`src/rtl/fetch_buffer_pkg.sv`:
```
// ============================================================================
// Module   : fetch_buffer_pkg
// Brief    : Shared types and constants for the instruction fetch buffer.
// Revision : 1.0 - initial release
// ============================================================================
`default_nettype none

package fetch_buffer_pkg;

    localparam logic [31:0] c_nop_instr = 32'h0000_0013;

    typedef struct packed {
        logic [31:0] instr;
        logic [31:0] pc;
    } fetch_entry_type;

    typedef struct packed {
        logic        imem_ready;
        logic        imem_rvalid;
        logic [31:0] imem_rdata;
        logic        flush;
        logic [31:0] flush_pc;
        logic        out_ready;
    } fetch_buffer_in_type;

    typedef struct packed {
        logic        imem_valid;
        logic [31:0] imem_addr;
        logic        out_valid;
        logic [31:0] out_instr;
        logic [31:0] out_pc;
    } fetch_buffer_out_type;

    function automatic logic [31:0] word_align(input logic [31:0] addr);
        return addr & 32'hFFFF_FFFC;
    endfunction

endpackage

`default_nettype wire

```
`src/rtl/fetch_buffer_if.sv`:
```
// ============================================================================
// Module   : fetch_buffer_if
// Brief    : Memory request/response, redirect and decode handshake bundle.
// Revision : 1.0 - initial release
// ============================================================================
`default_nettype none

interface fetch_buffer_if;
    logic        imem_valid;
    logic [31:0] imem_addr;
    logic        imem_ready;
    logic        imem_rvalid;
    logic [31:0] imem_rdata;
    logic        flush;
    logic [31:0] flush_pc;
    logic        out_valid;
    logic [31:0] out_instr;
    logic [31:0] out_pc;
    logic        out_ready;

    modport master (
        output imem_valid, imem_addr, out_valid, out_instr, out_pc,
        input  imem_ready, imem_rvalid, imem_rdata, flush, flush_pc, out_ready
    );

    modport slave (
        input  imem_valid, imem_addr, out_valid, out_instr, out_pc,
        output imem_ready, imem_rvalid, imem_rdata, flush, flush_pc, out_ready
    );
endinterface

`default_nettype wire

```
`src/rtl/fetch_fifo.sv`:
```
// ============================================================================
// Module   : fetch_fifo
// Brief    : Parameterised synchronous FIFO with clear, occupancy and head.
// Revision : 1.0 - initial release
// ============================================================================
`default_nettype none

module fetch_fifo #(
    parameter int unsigned WIDTH = 32,
    parameter int unsigned DEPTH = 4
) (
    input  logic                     clk,
    input  logic                     rst,
    input  logic                     i_push,
    input  logic [WIDTH-1:0]         i_data,
    input  logic                     i_pop,
    input  logic                     i_clear,
    output logic [WIDTH-1:0]         o_head,
    output logic [$clog2(DEPTH):0]   o_count
);

    localparam int unsigned c_ptr_w = $clog2(DEPTH);
    localparam int unsigned c_cnt_w = c_ptr_w + 1;
    localparam logic [c_cnt_w-1:0] c_full = c_cnt_w'(DEPTH);

    logic [WIDTH-1:0]   r_mem [DEPTH];
    logic [c_ptr_w-1:0] r_rd_ptr;
    logic [c_ptr_w-1:0] r_wr_ptr;
    logic [c_cnt_w-1:0] r_count;
    logic               w_do_push;
    logic               w_do_pop;

    assign w_do_pop  = i_pop  & ~i_clear & (r_count != '0);
    assign w_do_push = i_push & ~i_clear & (r_count != c_full);

    always_ff @(posedge clk or posedge rst) begin
        if (rst) begin
            r_rd_ptr <= '0;
            r_wr_ptr <= '0;
            r_count  <= '0;
        end else if (i_clear) begin
            r_rd_ptr <= '0;
            r_wr_ptr <= '0;
            r_count  <= '0;
        end else begin
            if (w_do_push) r_wr_ptr <= r_wr_ptr + c_ptr_w'(1);
            if (w_do_pop)  r_rd_ptr <= r_rd_ptr + c_ptr_w'(1);
            case ({w_do_push, w_do_pop})
                2'b10:   r_count <= r_count + c_cnt_w'(1);
                2'b01:   r_count <= r_count - c_cnt_w'(1);
                default: r_count <= r_count;
            endcase
        end
    end

    // Storage needs no reset: occupancy alone decides what is valid.
    always_ff @(posedge clk) begin
        if (w_do_push) r_mem[r_wr_ptr] <= i_data;
    end

    assign o_head  = r_mem[r_rd_ptr];
    assign o_count = r_count;

endmodule

`default_nettype wire

```
`src/rtl/fetch_buffer.sv`:
```
// ============================================================================
// Module   : fetch_buffer
// Brief    : Sequential instruction fetch with credit-limited requests, an
//            in-order response queue and redirect flush.
// Revision : 1.0 - initial release
// ============================================================================
`default_nettype none

module fetch_buffer
    import fetch_buffer_pkg::*;
#(
    parameter int unsigned DEPTH      = 4,
    parameter logic [31:0] START_ADDR = 32'h0
) (
    input  logic           clk,
    input  logic           rst,
    fetch_buffer_if.master bus
);

    localparam int unsigned c_cnt_w = $clog2(DEPTH) + 1;
    localparam int unsigned c_sum_w = c_cnt_w + 1;
    localparam logic [c_sum_w-1:0] c_depth = c_sum_w'(DEPTH);

    if (DEPTH < 2 || DEPTH > 16 || (DEPTH & (DEPTH - 1)) != 0) begin : g_depth_check
        $error("fetch_buffer: DEPTH must be a power of two in 2..16");
    end

    fetch_buffer_in_type  w_in;
    fetch_buffer_out_type w_out;
    fetch_entry_type      w_push_entry;
    fetch_entry_type      w_head_entry;

    logic [31:0]        r_pc;
    logic [31:0]        w_pcq_head;
    logic [c_cnt_w-1:0] w_count;
    logic [c_cnt_w-1:0] w_outstanding;
    logic [c_cnt_w-1:0] r_discard;
    logic [c_sum_w-1:0] w_inflight;
    logic               w_req;
    logic               w_accept;
    logic               w_keep;
    logic               w_out_valid;
    logic               w_pop;

    always_comb begin
        w_in.imem_ready  = bus.imem_ready;
        w_in.imem_rvalid = bus.imem_rvalid;
        w_in.imem_rdata  = bus.imem_rdata;
        w_in.flush       = bus.flush;
        w_in.flush_pc    = bus.flush_pc;
        w_in.out_ready   = bus.out_ready;
    end

    assign w_inflight  = {1'b0, w_count} + {1'b0, w_outstanding};
    assign w_req       = ~rst & ~w_in.flush & (w_inflight < c_depth);
    assign w_accept    = w_req & w_in.imem_ready;
    assign w_keep      = w_in.imem_rvalid & ~w_in.flush & (r_discard == '0);
    assign w_out_valid = (w_count != '0);
    assign w_pop       = w_out_valid & w_in.out_ready & ~w_in.flush;

    always_comb begin
        w_push_entry.instr = w_in.imem_rdata;
        w_push_entry.pc    = w_pcq_head;
    end

    fetch_fifo #(
        .WIDTH ($bits(fetch_entry_type)),
        .DEPTH (DEPTH)
    ) u_entry_fifo (
        .clk     (clk),
        .rst     (rst),
        .i_push  (w_keep),
        .i_data  (w_push_entry),
        .i_pop   (w_pop),
        .i_clear (w_in.flush),
        .o_head  (w_head_entry),
        .o_count (w_count)
    );

    // The PC queue holds one entry per in-flight request, stale ones included,
    // so its occupancy is the outstanding-request count.
    fetch_fifo #(
        .WIDTH (32),
        .DEPTH (DEPTH)
    ) u_pc_queue (
        .clk     (clk),
        .rst     (rst),
        .i_push  (w_accept),
        .i_data  (r_pc),
        .i_pop   (w_in.imem_rvalid),
        .i_clear (1'b0),
        .o_head  (w_pcq_head),
        .o_count (w_outstanding)
    );

    // Outstanding already counts pending discards, so a flush marks every
    // in-flight request still to return as stale.
    always_ff @(posedge clk or posedge rst) begin
        if (rst) begin
            r_pc      <= word_align(START_ADDR);
            r_discard <= '0;
        end else if (w_in.flush) begin
            r_pc      <= word_align(w_in.flush_pc);
            r_discard <= w_outstanding - c_cnt_w'(w_in.imem_rvalid);
        end else begin
            if (w_accept) r_pc <= r_pc + 32'd4;
            if (w_in.imem_rvalid && (r_discard != '0)) r_discard <= r_discard - c_cnt_w'(1);
        end
    end

    always_comb begin
        w_out.imem_valid = w_req;
        w_out.imem_addr  = r_pc;
        w_out.out_valid  = w_out_valid;
        w_out.out_instr  = w_out_valid ? w_head_entry.instr : c_nop_instr;
        w_out.out_pc     = w_out_valid ? w_head_entry.pc    : 32'h0;
    end

    assign bus.imem_valid = w_out.imem_valid;
    assign bus.imem_addr  = w_out.imem_addr;
    assign bus.out_valid  = w_out.out_valid;
    assign bus.out_instr  = w_out.out_instr;
    assign bus.out_pc     = w_out.out_pc;

    a_rvalid_needs_request : assert property (@(posedge clk) disable iff (rst)
        w_in.imem_rvalid |-> (w_outstanding != '0))
        else $error("fetch_buffer: imem_rvalid with no outstanding request");

    a_credit_bound : assert property (@(posedge clk) disable iff (rst)
        w_inflight <= c_depth)
        else $error("fetch_buffer: count + outstanding exceeds DEPTH");

endmodule

`default_nettype wire

```
`src/flat_wrapper.sv`:
```
// flat-port wrapper written by rule: the top's interface ports become plain ports
module fetch_buffer_flat import fetch_buffer_pkg::*;
#(
    parameter int unsigned DEPTH      = 4,
    parameter logic [31:0] START_ADDR = 32'h0
)
  (clk, rst, bus_imem_valid, bus_imem_addr, bus_out_valid, bus_out_instr, bus_out_pc, bus_imem_ready, bus_imem_rvalid, bus_imem_rdata, bus_flush, bus_flush_pc, bus_out_ready);
  fetch_buffer_if bus_i ();
  input  logic clk;
  input  logic rst;
  output wire logic [$bits(bus_i.imem_valid)-1:0] bus_imem_valid;
  output wire logic [$bits(bus_i.imem_addr)-1:0] bus_imem_addr;
  output wire logic [$bits(bus_i.out_valid)-1:0] bus_out_valid;
  output wire logic [$bits(bus_i.out_instr)-1:0] bus_out_instr;
  output wire logic [$bits(bus_i.out_pc)-1:0] bus_out_pc;
  input wire logic [$bits(bus_i.imem_ready)-1:0] bus_imem_ready;
  input wire logic [$bits(bus_i.imem_rvalid)-1:0] bus_imem_rvalid;
  input wire logic [$bits(bus_i.imem_rdata)-1:0] bus_imem_rdata;
  input wire logic [$bits(bus_i.flush)-1:0] bus_flush;
  input wire logic [$bits(bus_i.flush_pc)-1:0] bus_flush_pc;
  input wire logic [$bits(bus_i.out_ready)-1:0] bus_out_ready;
  assign bus_imem_valid = bus_i.imem_valid;
  assign bus_imem_addr = bus_i.imem_addr;
  assign bus_out_valid = bus_i.out_valid;
  assign bus_out_instr = bus_i.out_instr;
  assign bus_out_pc = bus_i.out_pc;
  assign bus_i.imem_ready = bus_imem_ready;
  assign bus_i.imem_rvalid = bus_imem_rvalid;
  assign bus_i.imem_rdata = bus_imem_rdata;
  assign bus_i.flush = bus_flush;
  assign bus_i.flush_pc = bus_flush_pc;
  assign bus_i.out_ready = bus_out_ready;
  fetch_buffer #(.DEPTH(DEPTH), .START_ADDR(START_ADDR)) u_core (.clk(clk), .rst(rst), .bus(bus_i));
endmodule
```
`config.mk`:
```
export PLATFORM = sky130hd
export DESIGN_NAME = fetch_buffer_flat
export DESIGN_NICKNAME = d
export VERILOG_FILES = /design/src/rtl/fetch_buffer_pkg.sv /design/src/rtl/fetch_buffer_if.sv /design/src/rtl/fetch_fifo.sv /design/src/rtl/fetch_buffer.sv /design/src/flat_wrapper.sv
export SDC_FILE = /design/constraint.sdc
export NUM_CORES = 1
export LEC_CHECK = 0
export CAP_MARGIN = 5
export CORE_ASPECT_RATIO = 0.9
export CORE_MARGIN = 2
export CORE_UTILIZATION = 34
export DETAILED_ROUTE_END_ITERATION = 12
export DONT_BUFFER_PORTS = 1
export HOLD_SLACK_MARGIN = 0.08
export PLACE_DENSITY = 0.6
export SLEW_MARGIN = 10
export SYNTH_ARGS = -nofsm -noshare
export SYNTH_HDL_FRONTEND = slang
export SYNTH_SLANG_ARGS = --single-unit
```
`constraint.sdc`:
```
create_clock -name clk -period 3.8 [get_ports clk]
set_input_delay 0.76 -clock clk [delete_from_list [all_inputs] [get_ports clk]]
set_output_delay 0.76 -clock clk [all_outputs]
set_load 0.05 [all_outputs]
```
==> metrics.txt, run 1 <==
sequence of cells on the critical path buf_12 > mux4_2 > or2_2; post-route fraction of the period consumed by the critical path approximately nine tenths; synthesized area per cell ~19 um^2; Simple-Gate Fraction of Synth Area approximately 6.8%; startpoint-to-endpoint class of the critical path reg -> out; number of ports placed on the die boundary around 170; initial standard-cell utilization of the core approximately a third; post-detailed-route DRC marker count 0; Leak 6.24 nW; Die Height 214 um; Clock Pin Slew Worst Setup and Hold Paths 60 ps; RR Startpoint u_core.u_pc_queue.o_count[2]; post-cts sizing count 0; full die area roughly 50000 um^2; proportion of register bits with asynchronous set or reset after synthesis a little under an eighth; gate family responsible for the most delay along the worst path flip-flops; final routed wirelength across all metal layers roughly 35000 um; latest clock arrival within the worst-skew pair approximately 570 ps; count of antenna diodes in the layout 0; total power per unit cell area between 700 and 800 nW/um^2; Hold Crit Endpoint u_core.u_entry_fifo.r_rd_ptr[1]; total number of nets in the final design between 1000 and 1500; share of post-route cells with drive strength above 1 between 20% and 30%; Yosys top cell by area edfxtp_1; share of synthesized area spent on multiplexers 12.8%; number of enable-type register cells in the synthesized netlist ~370; min-delay src bus_flush; Hold Crit Class in -> reg; clock tree from TritonCTS built; total number of vias 7979; Detail Placement HPWL between 20000 and 25000 um; clock sink count roughly 420; pin count of the biggest net entering global routing 54; reg-to-reg endpoint u_core.u_pc_queue.o_count[2]; leading post-synthesis cells by cell area edfxtp_1 66%, mux4_2 12%, dfrtp_1 7.1%; DR WL/cell between 20 and 25 um; number of core rows between 70 and 80; largest fanout on the critical path 22; Critical Path Slowest Stage Cell dfrtp_4; number of antenna violations at the first check in global routing 2; min cycle time layout 3370 ps; post-synthesis adder-cell area fraction 1.44%; dominant combinational cell family by area after synthesis multiplexers; final slew viol count 0; Clock Skews 27.7 ps; placed insts between 1000 and 1500; CTS Hold Bufs 0; RSZ-0062 raised after global routing false; post-route ant nets 0; width of the die between 200 and 250 um; Total Routing Usage GR ~14%; result of the run complete, no violations; footprint of the multi-input gates 4140 um^2; Worst setup EP type output pin; area fraction in compound gates after synthesis under 10%; detail-routed via count per cell around 5.1; maximum count of clock buffers along a single path 3; Core Footprint about 48000 um^2; Max H-tree Level 2; number of setup buffers added after CTS 0; Primary FF master, synth edfxtp_1; most instantiated library cell after synthesis edfxtp_1; proportion of synthesized chip area in sequential cells roughly three quarters; number of port buffers 0; Setup TNS 0 ps; Layout Area Growth over Synthesis 14.9%; Critical path buffers and inverters 1; grt ovf 0; #FFs+latches synth slightly above 400; # fillers between 4000 and 5000; largest stage delay on the critical path 730 ps; Finish-stage setup viols 0; slew at the pin with the worst max-slew slack approximately 1000 ps; last weighted congestion value of the routability-driven placer slightly below 0.8; Max Clock Freq about 300 MHz; Unique masters post-synth 53; non-filler instance count after layout approximately 1600; Relative slew margins a little under a third; Worst Setup Start Kind flip-flop; total power after layout ~14 mW; Cell Area, Synth 16600 um^2; instance count of the mapped netlist 870; most frequent cells after synthesis 368 x edfxtp_1, 92 x mux4_2, 71 x and2_1; Max Cap Violations 0; area of all sequential standard cells approximately 12000 um^2; number of cells traversed by the worst hold path 1; Pre-antenna DRT Iters 4; synthesized-area fraction occupied by xor and xnor cells under 10%; 1st-iter DRT viols between 400 and 500; via count of the first global-routing pass 8236; clock buffers created by TritonCTS 44; signal arrival time at the worst endpoint between 2000 and 3000 ps; final hold vios 0; clock root buffer master clkbuf_16; fraction of post-synthesis cell area in the top cell type by area between 60% and 70%; required time at the endpoint of the critical path just over 3000 ps; worst reg-to-reg setup slack about 960 ps; worst ir drop on vdd ~0.33 mV; first-pass GRT wire length approximately 52000 um; depth of the worst register-to-register path 11; count of synthesis-stage warnings from yosys 0
==> area by class of cell <==
type                       count  area share [%]
multi-input combinational    397            21.7
clock buffer                  56            6.05
sequential                   415            64.0
clock inverter                24            1.63
inverter                      18           0.354
timing repair buffer          44            2.19
tap                          624            4.09
==> worst register-to-register path: cells and delay by family (launching register included) <==
family	cells	cell delay, ps
xor gates and xnor gates	2	280
DFF	1	450
AOI/OAI and AO/OA	1	540
and+or+nand+nor	3	550
adders and majority gates	3	700
buffers and inverters	2	190
==> cells in the final DEF (no fill, tap or decap), types with 7 or more instances in the layout <==
cell type / count
edfxtp_1: 368
mux4_2: 92
and2_1: 67
clkbuf_16: 44
dfrtp_1: 43
nand2_1: 38
buf_4: 37
o21ai_0: 21
nor2_1: 18
nand3_1: 16
ha_1: 16
xor2_1: 15
inv_1: 15
nand4_1: 14
clkbuf_1: 11
xnor2_1: 10
and3_1: 7
clkinv_1: 7
o311ai_0: 7
bufinv_16: 7
buf_12: 7
==> stage by stage <==
| step | hold WS (ps) | cell area, um^2 | util [%] | setup WS [ps] |
|---|---|---|---|---|
| after floorplan | 499 | 16600 | - | 347 |
| after CTS | 222 | 19100 | 39.7 | 348 |
| after global placement | 544 | 17600 | 36.7 | 969 |
| after global routing | 232 | 19100 | 39.7 | 286 |
| final | 261 | 19100 | 39.7 | 429 |
| after detailed placement | 532 | 17600 | 36.7 | 867 |
==> state kept, by name (all words and copies together) (netlist names) <==
name / flops
u_core.bus.imem_addr: 30
u_core.r_discard: 3
u_core.u_entry_fifo.o_count: 3
u_core.u_entry_fifo.r_mem: 248
u_core.u_entry_fifo.r_rd_ptr: 2
u_core.u_entry_fifo.r_wr_ptr: 2
u_core.u_pc_queue.o_count: 3
u_core.u_pc_queue.r_mem: 120
u_core.u_pc_queue.r_rd_ptr: 2
u_core.u_pc_queue.r_wr_ptr: 2
==> logic make-up after synthesis <==
kind of cell	count (synthesis)
xor gates and xnor gates	25
muxes	98
other	1
and+or+nand+nor	195
AOI/OAI and AO/OA	57
DFF	415
buffers and inverters	61
adders and majority gates	18
==> per-layer routing <==
layer | GRT usage, % | up-vias | routed length [um]
li1 | - | 3554 | -
met1 | 19.2 | 4157 | 15800
met4 | 3.99 | 0 | 574
met5 | 0 | - | 0
met3 | 4.12 | 39 | 2660
met2 | 21.8 | 229 | 16300
==> worst max path at each step <==
| stage | slack (ps) | cells past startpoint | endpoint | start |
|---|---|---|---|---|
| 6_report | 430 | 3 | bus_out_instr[4] | u_core.u_entry_fifo.r_rd_ptr[0] |
| 5_1_grt | 290 | 3 | bus_out_instr[4] | u_core.u_entry_fifo.r_rd_ptr[0] |
| 4_1_cts | 350 | 3 | bus_out_instr[4] | u_core.u_entry_fifo.r_rd_ptr[0] |
| 3_5_place_dp | 870 | 8 | u_core.u_pc_queue.o_count[1] | bus_flush |
| 3_3_place_gp | 970 | 3 | bus_out_instr[4] | u_core.u_entry_fifo.r_rd_ptr[0] |
| 2_1_floorplan | 350 | 4 | u_core.u_entry_fifo.r_mem[1][10] | bus_flush |
==> report_power, final <==
| group | total (mW) | leakage [nW] | internal (mW) | switching [mW] |
|---|---|---|---|---|
| registers | 5.90 | 3.89 | 5.47 | 0.428 |
| clock network | 4.38 | 0.710 | 2.63 | 1.75 |
| logic | 3.74 | 1.64 | 1.17 | 2.56 |
Power figures use the tool's default switching activity.
==> run 2: changes to the inputs <==
Settings changed: CTS_CLUSTER_SIZE from default to 8.
Clock period 3.8 ns to 3.5 ns, I/O delays scaled along.
==> metrics.txt, run 2 (synthesis results as in run 1) <==
gate family responsible for the most delay along the worst path flip-flops; RSZ-0062 raised after global routing false; worst ir drop on vdd 0.318 mV (-4.7%); grt ovf 0 (unchanged); width of the die 237 um (unchanged); Clock Skews 13.1 ps (-14.6 ps); largest stage delay on the critical path 690 ps (-40 ps); clock root buffer master clkbuf_16; last weighted congestion value of the routability-driven placer 0.764 (-3.7%); number of flip-flops in the largest register 248 (unchanged); # fillers 4327 (+0.53%); clock buffers created by TritonCTS 57 (+30%); Max Cap Violations 0 (unchanged); number of core rows 76 (unchanged); post-route ant nets 0 (unchanged); signal arrival time at the worst endpoint 2450 ps (-160 ps); Worst setup EP type output pin; commonest cells after routing, fill and taps aside 368 x edfxtp_1, 92 x mux4_2, 67 x and2_1; post-detailed-route DRC marker count 0 (unchanged); Finish-stage setup viols 0 (unchanged); most flop-heavy register u_core.u_entry_fifo.r_mem; Setup TNS 0 ps (unchanged); startpoint-to-endpoint class of the critical path reg -> out; result of the run complete, no violations; total number of nets in the final design 1032 (+2.4%); largest fanout on the critical path 23 (+4.5%); Worst Setup Start Kind flip-flop; CTS Hold Bufs 0 (unchanged); number of antenna violations at the first check in global routing 0 (-2); utilization after layout 40.1% (+0.43 points); final hold vios 0 (unchanged); Pre-antenna DRT Iters 4 (unchanged); Relative slew margins 31.7% (+1.7 points); 1st-iter DRT viols 566 (+25%); slew at the pin with the worst max-slew slack 1020 ps (-25.9 ps); full die area 50700 um^2 (unchanged); total number of vias 8139 (+2.0%); final slew viol count 0 (unchanged); share of post-route cells with drive strength above 1 24.1% (+0.43 points); Die Height 214 um (unchanged); Critical path buffers and inverters 1 (unchanged); count of antenna diodes in the layout 0 (unchanged); clock sink count 415 (unchanged); Leak 6.34 nW (+1.6%); Max Clock Freq between 300 and 400 MHz; Detail Placement HPWL 23400 um (+4.5%); initial standard-cell utilization of the core 34.6% (unchanged); final routed wirelength across all metal layers 35900 um (+1.5%); DR WL/cell 22.5 um (+0.51%); pin count of the biggest net entering global routing 54 (unchanged); min cycle time layout between 3000 and 4000 ps; Max H-tree Level 2 (unchanged); total power per unit cell area 794 nW/um^2 (+8.2%); Total Routing Usage GR 14.3% (+0.34 points); Critical Path Slowest Stage Cell dfrtp_4; detail-routed via count per cell 5.11 (+0.98%); maximum count of clock buffers along a single path 3 (unchanged); Core Footprint 48100 um^2 (unchanged); number of port buffers 0 (unchanged); first-pass GRT wire length 53600 um (+2.1%); total power after layout 15.3 mW (+9.4%); number of ports placed on the die boundary 168 (unchanged); latest clock arrival within the worst-skew pair 580 ps (about the same); leading cell type in the layout, fill and taps excluded edfxtp_1; required time at the endpoint of the critical path 2800 ps (-240 ps); post-route fraction of the period consumed by the critical path between 80% and 90%; Clock Pin Slew Worst Setup and Hold Paths 50 ps (about the same); sequence of cells on the critical path buf_4 > mux4_2 > or2_2; via count of the first global-routing pass 8314 (+0.95%); Hold Crit Class in -> reg; clock tree from TritonCTS built; Layout Area Growth over Synthesis 16.2%
[run 2: changes by cell type in the layout (fill, tap and decap cells not counted), moves of 3 or more]
cell,before,now
bufinv_16,7,0
clkinv_1,7,1
clkbuf_16,44,57
clkbuf_1,11,26
buf_4,37,45
buf_12,7,10
clkinv_2,6,0
[run 2: report_power, final]
part / internal, mW / total, mW / switching, mW / leakage, nW
clock network: 2.94 / 4.87 / 1.92 / 0.742
logic: 1.30 / 4.16 / 2.86 / 1.71
registers: 5.95 / 6.31 / 0.359 / 3.89
[run 2: routing by layer]
metal / track usage [%] / vias up / share of wire [%]
met1: 19.8 / 4245 / 45
met3: 4.44 / 54 / 7.1
li1: - / 3605 / -
met4: 3.62 / 0 / 1.9
met2: 22.2 / 235 / 46
met5: 0 / - / 0
[run 2: path summary, 6_finish.rpt]
path / start / endpoint / slack (ps) / depth (start not counted)
max in group asynchronous: rst / u_core.u_entry_fifo.r_rd_ptr[0] / 2500 / 1
setup / recovery: u_core.u_entry_fifo.r_rd_ptr[1] / bus_out_instr[4] / 350 / 3
hold reg to reg: u_core.u_pc_queue.o_count[0] / u_core.u_pc_queue.o_count[0] / 530 / 1
hold / removal: bus_flush / u_core.u_entry_fifo.o_count[0] / 190 / 1
setup reg to reg: u_core.u_pc_queue.o_count[2] / u_core.u_pc_queue.o_count[2] / 680 / 11
min in group asynchronous: rst / u_core.bus.imem_addr[16] / 240 / 1
[run 2: timing repair]
item,in CTS,in global routing
endpoints found under the setup margin,60,3
gates resized for setup,1,1
endpoints found under the hold margin,0,0
buffers inserted,0,0
pin swaps,0,0
[run 2: final cells by class]
| class | instances | area [um^2] | area share, % |
|---|---|---|---|
| inverter | 18 | 67.6 | 0.350 |
| sequential | 415 | 12200 | 63.3 |
| clock inverter | 2 | 17.5 | 0.0907 |
| multi-input combinational | 397 | 4150 | 21.5 |
| tap | 624 | 781 | 4.04 |
| timing repair buffer | 55 | 538 | 2.79 |
| clock buffer | 83 | 1520 | 7.89 |
[run 2: metrics by stage]
step | setup WS (ps) | hold slack (ps) | area [um^2] | cells
after global placement | 204 | 534 | 17800 | 1509
after floorplan | 107 | 499 | 16600 | 873
after detailed placement | 192 | 531 | 17800 | 1509
after global routing | 236 | 145 | 19300 | 1594
after CTS | 93.5 | 142 | 19300 | 1594
final | 351 | 186 | 19300 | 1594
[run 2: worst register-to-register path: stages, from the launching register on]
cell	delay [ps]
dfrtp_1	460
ha_1	260
nor4_1	310
nand4_1	180
a31oi_1	520
inv_1	120
ha_1	250
inv_1	80
fa_1	180
xor2_1	140
nor2_1	60
xor2_1	140
==> run 3: changes to the inputs <==
Settings changed: REMOVE_ABC_BUFFERS from default to 1.
==> metrics.txt, run 3 (synthesis results as in run 1) <==
result of the run complete, no violations; post-route setup slack 233 ps (-118 ps); first-pass GRT wire length 57100 um (+6.5%); Worst Setup Start Kind flip-flop; clock root buffer master clkbuf_16; final routed wirelength across all metal layers 38200 um (+6.2%); Relative slew margins 43.5% (+12 points); total number of nets in the final design 1041 (+0.87%); total number of vias 8162 (+0.28%); Clock Skews 19.3 ps (+6.21 ps); Max Cap Violations 0 (unchanged); post-route fraction of the period consumed by the critical path 93.3% (+3.4 points); largest fanout on the critical path 22 (-4.3%); Max H-tree Level 2 (unchanged); leading cell type in the layout, fill and taps excluded edfxtp_1; Area after DPL 17900 um^2 (+0.50%); final slew viol count 0 (unchanged); clock tree from TritonCTS built; Core Footprint 48100 um^2 (unchanged); post-route ant nets 0 (unchanged); detail-routed via count per cell 5.09 (-0.28%); min-delay src bus_imem_rdata[11]; startpoint-to-endpoint class of the critical path reg -> out; pin count of the biggest net entering global routing 64 (+19%); post-detailed-route DRC marker count 0 (unchanged); net switching share of the total power 33.7% (+0.17 points); share of post-route cells with drive strength above 1 24.8% (+0.72 points); Detail Placement HPWL 24100 um (+3.0%); start point of the critical path u_core.u_entry_fifo.o_count[0]; full die area 50700 um^2 (unchanged); initial standard-cell utilization of the core 34.6% (unchanged); clock buffers created by TritonCTS 58 (+1.8%); 1st-iter DRT viols 641 (+13%); min cycle time layout 3270 ps (+118 ps); RR Startpoint u_core.u_entry_fifo.o_count[1]; last weighted congestion value of the routability-driven placer 0.733 (-4.1%); slew at the pin with the worst max-slew slack 847 ps (-173 ps); grt ovf 0 (unchanged); required time at the endpoint of the critical path 2800 ps (about the same); width of the die 237 um (unchanged); Max Clock Freq 306 MHz (-3.6%); Clock Power Share 32.3% (+0.6 points); total power per unit cell area 801 nW/um^2 (+0.95%); clock sink count 415 (unchanged); Hold Crit Class in -> reg; maximum count of clock buffers along a single path 3 (unchanged); DR WL/cell 23.8 um (+5.6%); number of ports placed on the die boundary 168 (unchanged); Die Height 214 um (unchanged); number of antenna violations at the first check in global routing 2 (+2); worst ir drop on vdd 0.442 mV (+39%); Finish-stage setup viols 0 (unchanged); Total Routing Usage GR 15.5% (+1.2 points); via count of the first global-routing pass 8638 (+3.9%); Clock Pin Slew Worst Setup and Hold Paths 50 ps (about the same); Worst setup EP type output pin; net load switching power 5.26 mW (+2.3%); most flop-heavy register u_core.u_entry_fifo.r_mem; Layout Area Growth over Synthesis 17.1%; number of port buffers 0 (unchanged); number of core rows 76 (unchanged); total internal power 10.3 mW (+1.5%); final instance area 19500 um^2 (+0.81%); share of total power in sequential cells 39.9% (-1.3 points); number of flip-flops in the largest register 248 (unchanged); combinational group share of total power 27.8% (+0.7 points); final hold vios 0 (unchanged); Leak 6.42 nW (+1.3%); commonest cells after routing, fill and taps aside 368 x edfxtp_1, 92 x mux4_2, 67 x and2_1; Pre-antenna DRT Iters 4 (unchanged); Setup WS pre-CTS 777 ps (+585 ps); latest clock arrival within the worst-skew pair 600 ps (+20 ps); Setup TNS 0 ps (unchanged); total power after layout 15.6 mW (+1.8%); RSZ-0062 raised after global routing false; signal arrival time at the worst endpoint 2570 ps (+120 ps)
## run 3: cell count changes in the layout (fill, tap and decap cells not counted), moves of 2 or more
| cell | previous run | this run |
|---|---|---|
| buf_12 | 10 | 13 |
| buf_4 | 45 | 49 |
| clkbuf_1 | 26 | 22 |
| clkbuf_16 | 57 | 59 |
## run 3: power by group through the flow
stage	Sequential, mW	Combinational (mW)	Clock [mW]
5_1_grt	6.27	4.67	5.39
3_3_place_gp	6.31	4.36	0
2_1_floorplan	6.63	3.02	0
6_report	6.23	4.34	5.03
3_5_place_dp	6.33	4.44	0
4_1_cts	6.24	4.45	5.17
## run 3: worst max-delay path: stages, from the launching register on
cell and delay [ps]:
dfrtp_1 460, nor3_1 100, buf_4 180, inv_2 400
buf_4 330, and2_1 480
## run 3: final timing paths
path	end	cells after the start	slack [ps]
worst min register to register	u_core.u_pc_queue.o_count[0]	1	570
worst max-delay path	bus_out_instr[22]	5	230
max in group asynchronous	u_core.bus.imem_addr[13]	3	2080
worst min-delay path	u_core.u_entry_fifo.r_mem[2][43]	0	190
min in group asynchronous	u_core.bus.imem_addr[31]	2	640
worst max register to register	u_core.u_entry_fifo.o_count[2]	11	930
## run 3: area by class of cell
cell class              count  area (um^2)
clock buffers              82         1570
clock inverters             3         35.0
flip-flops and latches    415        12200
multi-input cells         397         4140
diodes                      1         2.50
inverters                  18         67.6
repair buffers             63          638
fillers                  4274        28600
well taps                 624          781
## run 3: repair_timing
| action | in CTS | in global routing |
|---|---|---|
| endpoints found under the hold margin | 27 | 0 |
| setup buffers | 0 | 0 |
| endpoints found under the setup margin | 0 | 0 |
| gates resized for setup | 0 | 0 |
| hold buffers | 1 | 0 |
## run 3: per-layer routing
layer  track usage (%)  share of wire [%]  vias to the layer above
li1                  -                  -                     3621
met1              19.7                 42                     4228
met2              25.1                 48                      240
met3              5.03                7.7                       71
met4              5.20                2.8                        2
met5                 0              0.042                        -
## run 3: per-stage QoR
step                      instances  hold slack, ps  utilization [%]
after floorplan                 830             499                -
after global placement         1516             540             37.1
after detailed placement       1516             553             37.1
after CTS                      1602             133             40.5
after global routing           1602             146             40.5
final                          1603             192             40.5
